===== src/rtl/tlb_pkg.sv =====
// Shared constants for the data-side micro-TLB pipeline: segments, exception
// bit positions, cache attribute codes and FSM state encoding.
package tlb_pkg;

  localparam logic [2:0] KSEG0      = 3'b100;
  localparam logic [2:0] KSEG1      = 3'b101;
  localparam logic [2:0] C_UNCACHED = 3'd2;

  localparam int EXC_W          = 5;
  localparam int EXC_RD_REFILL  = 0;
  localparam int EXC_WR_REFILL  = 1;
  localparam int EXC_RD_INVALID = 2;
  localparam int EXC_WR_INVALID = 3;
  localparam int EXC_MODIFIED   = 4;

  typedef enum logic [1:0] {
    ST_IDLE   = 2'd0,
    ST_LOOK   = 2'd1,
    ST_REFILL = 2'd2,
    ST_RESP   = 2'd3
  } state_t;

  // Loads take priority when both qualifiers are set, keeping the code one-hot.
  function automatic logic [EXC_W-1:0] map_exc(input logic found, input logic v,
                                               input logic d, input logic rd,
                                               input logic wr);
    logic [EXC_W-1:0] e;
    e = '0;
    if (!found) begin
      if (rd)      e[EXC_RD_REFILL] = 1'b1;
      else if (wr) e[EXC_WR_REFILL] = 1'b1;
    end else if (!v) begin
      if (rd)      e[EXC_RD_INVALID] = 1'b1;
      else if (wr) e[EXC_WR_INVALID] = 1'b1;
    end else if (!d && wr) begin
      e[EXC_MODIFIED] = 1'b1;
    end
    return e;
  endfunction

endpackage


===== src/rtl/utlb_cam.sv =====
// Fully associative micro-TLB storage: combinational match, round-robin
// write port and a single-cycle flush that beats a same-cycle write.
module utlb_cam #(
  parameter int N      = 4,
  parameter int ASID_W = 8,
  parameter int PFN_W  = 20
) (
  input  logic              clk,
  input  logic              resetn,
  input  logic              flush,
  input  logic [19:0]       look_vpn,
  input  logic [ASID_W-1:0] look_asid,
  output logic              hit,
  output logic              hit_v,
  output logic              hit_d,
  output logic [2:0]        hit_c,
  output logic [PFN_W-1:0]  hit_pfn,
  input  logic              wr_en,
  input  logic [19:0]       wr_vpn,
  input  logic [ASID_W-1:0] wr_asid,
  input  logic              wr_g,
  input  logic [PFN_W-1:0]  wr_pfn,
  input  logic [2:0]        wr_c,
  input  logic              wr_d,
  input  logic              wr_v
);

  localparam int IDX_W = (N > 1) ? $clog2(N) : 1;

  logic              ent_valid [N];
  logic [19:0]       ent_vpn   [N];
  logic [ASID_W-1:0] ent_asid  [N];
  logic              ent_g     [N];
  logic [PFN_W-1:0]  ent_pfn   [N];
  logic [2:0]        ent_c     [N];
  logic              ent_d     [N];
  logic              ent_v     [N];
  logic [IDX_W-1:0]  ptr;

  always_ff @(posedge clk or negedge resetn) begin
    if (!resetn) begin
      ptr <= '0;
      for (int i = 0; i < N; i++) begin
        ent_valid[i] <= 1'b0;
        ent_vpn[i]   <= '0;
        ent_asid[i]  <= '0;
        ent_g[i]     <= 1'b0;
        ent_pfn[i]   <= '0;
        ent_c[i]     <= '0;
        ent_d[i]     <= 1'b0;
        ent_v[i]     <= 1'b0;
      end
    end else if (flush) begin
      for (int i = 0; i < N; i++) ent_valid[i] <= 1'b0;
    end else if (wr_en) begin
      ent_valid[ptr] <= 1'b1;
      ent_vpn[ptr]   <= wr_vpn;
      ent_asid[ptr]  <= wr_asid;
      ent_g[ptr]     <= wr_g;
      ent_pfn[ptr]   <= wr_pfn;
      ent_c[ptr]     <= wr_c;
      ent_d[ptr]     <= wr_d;
      ent_v[ptr]     <= wr_v;
      ptr            <= ptr + 1'b1;
    end
  end

  // Refill only follows a miss, so at most one entry can match.
  always_comb begin
    hit     = 1'b0;
    hit_v   = 1'b0;
    hit_d   = 1'b0;
    hit_c   = '0;
    hit_pfn = '0;
    for (int i = 0; i < N; i++) begin
      if (ent_valid[i] && ent_vpn[i] == look_vpn &&
          (ent_g[i] || ent_asid[i] == look_asid)) begin
        hit     = 1'b1;
        hit_v   = ent_v[i];
        hit_d   = ent_d[i];
        hit_c   = ent_c[i];
        hit_pfn = ent_pfn[i];
      end
    end
  end

endmodule


===== src/rtl/dtlb_pipe.sv =====
// Data-side address translation pipe: unmapped kseg0/kseg1 bypass, micro-TLB
// lookup and main-TLB refill behind request/response handshakes.
//   state     | meaning
//   ST_IDLE   | ready for a request
//   ST_LOOK   | segment decode and micro-TLB lookup
//   ST_REFILL | waiting for main-TLB ack
//   ST_RESP   | response held until accepted
module dtlb_pipe
  import tlb_pkg::*;
#(
  parameter int UTLB_N      = 4,
  parameter int ASID_W      = 8,
  parameter int PFN_W       = 20,
  parameter bit K0_UNCACHED = 1'b0
) (
  input  logic                clk,
  input  logic                resetn,
  input  logic                req_valid,
  output logic                req_ready,
  input  logic [31:0]         req_vaddr,
  input  logic                req_rd,
  input  logic                req_wr,
  input  logic [ASID_W-1:0]   cur_asid,
  input  logic                flush,
  output logic                resp_valid,
  input  logic                resp_ready,
  output logic [PFN_W+11:0]   resp_paddr,
  output logic                resp_uncache,
  output logic [EXC_W-1:0]    resp_exc,
  output logic                mtlb_req,
  input  logic                mtlb_ack,
  output logic [19:0]         mtlb_vpn,
  output logic [ASID_W-1:0]   mtlb_asid,
  input  logic                mtlb_found,
  input  logic                mtlb_g,
  input  logic                mtlb_v,
  input  logic                mtlb_d,
  input  logic [2:0]          mtlb_c,
  input  logic [PFN_W-1:0]    mtlb_pfn
);

  localparam int PA_W = PFN_W + 12;

  state_t            state, state_nxt;
  logic [31:0]       vaddr_q;
  logic              rd_q, wr_q;
  logic [ASID_W-1:0] asid_q;
  logic              unmapped, cam_wr;
  logic              hit, hit_v, hit_d;
  logic [2:0]        hit_c;
  logic [PFN_W-1:0]  hit_pfn;
  logic [PA_W-1:0]   pa_unm;

  assign unmapped  = (vaddr_q[31:29] == KSEG0) || (vaddr_q[31:29] == KSEG1);
  assign mtlb_vpn  = vaddr_q[31:12];
  assign mtlb_asid = asid_q;

  always_comb begin
    pa_unm       = '0;
    pa_unm[28:0] = vaddr_q[28:0];
  end

  utlb_cam #(.N(UTLB_N), .ASID_W(ASID_W), .PFN_W(PFN_W)) u_cam (
    .clk       (clk),
    .resetn    (resetn),
    .flush     (flush),
    .look_vpn  (vaddr_q[31:12]),
    .look_asid (asid_q),
    .hit       (hit),
    .hit_v     (hit_v),
    .hit_d     (hit_d),
    .hit_c     (hit_c),
    .hit_pfn   (hit_pfn),
    .wr_en     (cam_wr),
    .wr_vpn    (vaddr_q[31:12]),
    .wr_asid   (asid_q),
    .wr_g      (mtlb_g),
    .wr_pfn    (mtlb_pfn),
    .wr_c      (mtlb_c),
    .wr_d      (mtlb_d),
    .wr_v      (mtlb_v)
  );

  always_ff @(posedge clk or negedge resetn) begin
    if (!resetn) state <= ST_IDLE;
    else         state <= state_nxt;
  end

  always_comb begin
    state_nxt = state;
    case (state)
      ST_IDLE:   if (req_valid) state_nxt = ST_LOOK;
      ST_LOOK:   state_nxt = (unmapped || hit) ? ST_RESP : ST_REFILL;
      ST_REFILL: if (mtlb_ack) state_nxt = ST_RESP;
      ST_RESP:   if (resp_ready) state_nxt = ST_IDLE;
      default:   state_nxt = ST_IDLE;
    endcase
  end

  // req_ready is gated by resetn so nothing is accepted while reset is held.
  always_comb begin
    req_ready  = (state == ST_IDLE) && resetn;
    resp_valid = (state == ST_RESP);
    mtlb_req   = (state == ST_REFILL);
    cam_wr     = (state == ST_REFILL) && mtlb_ack && mtlb_found && !flush;
  end

  always_ff @(posedge clk or negedge resetn) begin
    if (!resetn) begin
      vaddr_q      <= '0;
      rd_q         <= 1'b0;
      wr_q         <= 1'b0;
      asid_q       <= '0;
      resp_paddr   <= '0;
      resp_uncache <= 1'b0;
      resp_exc     <= '0;
    end else begin
      if (req_valid && req_ready) begin
        vaddr_q <= req_vaddr;
        rd_q    <= req_rd;
        wr_q    <= req_wr;
        asid_q  <= cur_asid;
      end
      if (state == ST_LOOK) begin
        if (unmapped) begin
          resp_paddr   <= pa_unm;
          resp_uncache <= (vaddr_q[31:29] == KSEG1) ? 1'b1 : K0_UNCACHED;
          resp_exc     <= '0;
        end else if (hit) begin
          resp_paddr   <= {hit_pfn, vaddr_q[11:0]};
          resp_uncache <= (hit_c == C_UNCACHED);
          resp_exc     <= map_exc(1'b1, hit_v, hit_d, rd_q, wr_q);
        end
      end
      if (state == ST_REFILL && mtlb_ack) begin
        resp_paddr   <= {mtlb_pfn, vaddr_q[11:0]};
        resp_uncache <= (mtlb_c == C_UNCACHED);
        resp_exc     <= map_exc(mtlb_found, mtlb_v, mtlb_d, rd_q, wr_q);
      end
    end
  end

endmodule


===== config.mk =====
export PLATFORM = sky130hd
export DESIGN_NAME = dtlb_pipe
export DESIGN_NICKNAME = d
export VERILOG_FILES = /design/src/rtl/tlb_pkg.sv /design/src/rtl/utlb_cam.sv /design/src/rtl/dtlb_pipe.sv
export SDC_FILE = /design/constraint.sdc
export NUM_CORES = 1
export LEC_CHECK = 0
export BUFFER_PORTS_ARGS = -buffer_cell sky130_fd_sc_hd__buf_4
export CORE_AREA = 2 2 159 161
export DETAILED_ROUTE_END_ITERATION = 10
export DIE_AREA = 0 0 161 163
export PLACE_DENSITY = 0.79
export SLEW_MARGIN = 20
export SYNTH_ARGS = -nofsm -noshare
export SYNTH_HDL_FRONTEND = slang
export SYNTH_SLANG_ARGS = --single-unit
export TNS_END_PERCENT = 5

===== constraint.sdc =====
create_clock -name clk -period 3.12 [get_ports clk]
set_clock_uncertainty 0.1 [all_clocks]
set_input_delay 0 -clock clk [delete_from_list [all_inputs] [get_ports clk]]
set_output_delay 0 -clock clk [all_outputs]
set_load 0.1 [all_outputs]

==> flow_summary.ini <==
[run_status]
status = complete, no violations

[clock_network]
cts_sinks = 304
clk_latency_ns = 0.56
clk_pin_slew_worst_paths_ns = 0.06
h-tree-depth = 1
cts_max_path_buffers = 3
postCtsSetupRepairBufs = 0
numCtsBuffers = 31
tritoncts = built
clock-root-buffer = clkbuf_16

[placement]
gp_congestion = 0.887
detailed_place_hpwl_mm = 22.9
portBuffers = 143
dp_cells = 1568
place_area_um2 = 15700

[timing]
slew_violations = 0
setup_viol = 0
fmax_ghz = 0.328
hold_violations = 0
maxSlewHeadroom_pct = 33.9
tightest_slew_ns = 0.990
final.period_utilization_pct = 97.7
final.min_clock_period_ns = 3.05
rsz0062_at_grt = yes

[floorplan]
coreArea_um2 = 24700
start_util_pct = 57.6
ios = 144
fp.dieW_um = 161
die_h_um = 163
fp-row-count = 58
dieArea_um2 = 26200

[yosys]
synth.cell_area_um2 = 14200
syn_inst = 1140
syn_avg_cell_area_um2 = 12.5
synth-seq-cells = 304
synth-async-reset-ratio_pct = 100
synth-main-ff-cell = dfrtp_1
ys_warn_count = 0
synth_cell_type_count = 53
synth_nets = 1224
ys_seq_area_share_pct = 53.6
synth-edff-count = 0

[global_route]
grt.total_usage_pct = 28.2
grt_pass1_wl_mm = 58.0
antenna_found_initial = 0
overflow = 0
grt_pass1_vias = 10400
grt_max_degree = 80

[layout]
final_common_cell = dfrtp_1
insertedDiodeCount = 0
drive_above_1_share_pct = 39.6
layout.cells.non_filler = 1700
stdcell_area_um2 = 17600
final_cell_mix = dfrtp_1 (298), mux2_2 (259), buf_4 (189)
fin_nets = 1431
syn_to_final_growth_pct = 23.9

[routing]
wl_per_cell_um = 21.5
vias = 9811
wl_mm = 36.5
ant_nets = 0
dr.pass1.iters = 5
drc = 0
post_drt_via_cell_ratio = 5.77
drt_iter0_markers = 763

[setup_path]
path_max_fanout = 26
crit_type = reg2reg
crit_required_ns = 3.46
critPathArrivalTime_ns = 3.39
endpoint_kind = register
cp-start-kind = register

[job]
cap_violations = 0

[power]
ir_drop_mv = 0.976
p_per_area_nw_per_um2 = 1120
total_power_mw = 19.7
p_leak_nw = 8.44

[worst_hold_path]
hp-class = in2reg
## where the power goes
part | switching [mW] | total, mW | leakage [nW] | internal, mW
clock network | 1.56 | 3.98 | 0.547 | 2.43
logic | 5.88 | 8.91 | 3.94 | 3.02
registers | 1.31 | 6.81 | 3.95 | 5.49
total | 8.75 | 19.7 | 8.44 | 10.9
## synth_stat cells (all sizes together) (2+ instances only)
| master | n | area share [%] |
|---|---|---|
| a211oi | 18 | 0.99 |
| nor4 | 24 | 1.3 |
| a31oi | 20 | 0.88 |
| xor2 | 100 | 6.2 |
| nand3 | 47 | 1.7 |
| or3 | 2 | 0.12 |
| clkbuf | 35 | 0.93 |
| o22a | 2 | 0.12 |
| inv | 33 | 0.87 |
| dfrtp | 304 | 54 |
| a211o | 3 | 0.19 |
| nand2 | 52 | 1.4 |
| nor2 | 27 | 0.73 |
| buf | 67 | 3.2 |
| a311oi | 2 | 0.12 |
| mux2 | 271 | 21 |
| a21oi | 6 | 0.21 |
| nor4b | 3 | 0.19 |
| ha | 9 | 0.79 |
| and2 | 2 | 0.088 |
| nand4 | 6 | 0.26 |
| or2 | 2 | 0.088 |
| nand3b | 3 | 0.16 |
| o2111ai | 2 | 0.12 |
| xnor2 | 13 | 0.80 |
| nand2b | 4 | 0.19 |
| o32ai | 3 | 0.19 |
| o21ai | 62 | 2.2 |
| nor3 | 6 | 0.21 |
| o31ai | 4 | 0.34 |
## state kept, by name, summed over array words and instances (netlist names)
| register | flops |
|---|---|
| mtlb_asid | 8 |
| resp_uncache | 1 |
| resp_paddr | 32 |
| u_cam.ent_asid | 32 |
| wr_q | 1 |
| rd_q | 1 |
| state | 2 |
| u_cam.ent_vpn | 80 |
| u_cam.ent_pfn | 80 |
| u_cam.ent_c | 12 |
| resp_exc | 5 |
| u_cam.ent_d | 4 |
| vaddr_q | 32 |
| u_cam.ptr | 2 |
| u_cam.ent_g | 4 |
| u_cam.ent_valid | 4 |
| u_cam.ent_v | 4 |
## what timing repair did
action / 4_1_cts / 5_1_grt
hold buffers: 76 / 0
gates cloned: 0 / 0
endpoints found under the setup margin: 8 / 28
resized for setup: 2 / 8
hold endpoints to repair: 296 / 0
pin swaps: 0 / 1
## per-stage QoR
stage | util (%) | worst slack [ns] | hold WS (ns) | setup TNS, ns
floorplan | - | 0.0192 | -0.396 | 0
global placement | 63.5 | 0.0618 | -0.140 | 0
detailed placement | 63.5 | -0.0305 | -0.139 | -0.0305
CTS | 71.1 | 0.0251 | 0.111 | 0
global route | 71.3 | -0.0409 | 0.119 | -0.184
finish | 71.3 | 0.0709 | 0.114 | 0
## worst max-delay path: stages, from the launching register on
cell and delay, ns:
dfrtp_1 0.50, xor2_1 0.21, nor4_1 0.37, nand4_1 0.25
or3_1 0.47, buf_4 0.26, nand3_1 0.13, a31oi_1 0.11
a211oi_1 0.28, buf_4 0.17, o21ai_1 0.06
## path summary, 6_finish.rpt
path	from	slack [ns]	end	depth (start not counted)
max in group asynchronous	resetn	1.11	vaddr_q[24]	5
hold reg to reg	resp_paddr[0]	0.39	resp_paddr[0]	1
setup / recovery	vaddr_q[25]	0.07	resp_paddr[15]	10
hold / removal	cur_asid[5]	0.11	mtlb_asid[5]	3
min in group asynchronous	resetn	0.46	resp_paddr[8]	4
setup reg to reg	vaddr_q[25]	0.07	resp_paddr[15]	10
## final cells by class
| cell class | instances | area (um2) |
|---|---|---|
| clock inverter | 8 | 144 |
| timing repair buffer | 276 | 2390 |
| clock buffer | 48 | 960 |
| fill | 1650 | 7080 |
| sequential | 304 | 7610 |
| inverter | 33 | 124 |
| multi-input combinational | 701 | 5950 |
| tap | 330 | 413 |
## cells by family (layout without fill, tap and decap cells)
group | count (synthesis) | in the layout | synth area share (%)
DFF | 304 | 304 | 53.6
muxes | 271 | 271 | 21.5
and+or+nand+nor | 182 | 182 | 6.59
buffers and inverters | 135 | 365 | 4.99
AOI/OAI and AO/OA | 126 | 126 | 5.60
xor gates and xnor gates | 113 | 113 | 6.97
adders and majority gates | 9 | 9 | 0.793
## routing by layer
layer / part of all wire [%] / track usage [%] / vias to the layer above
li1: - / - / 4367
met1: 42 / 38.0 / 5090
met5: 0 / 0 / -
met4: 2.0 / 6.86 / 0
met3: 5.3 / 3.74 / 55
met2: 51 / 49.0 / 299
No activity file was read; power rests on OpenSTA's default activity.
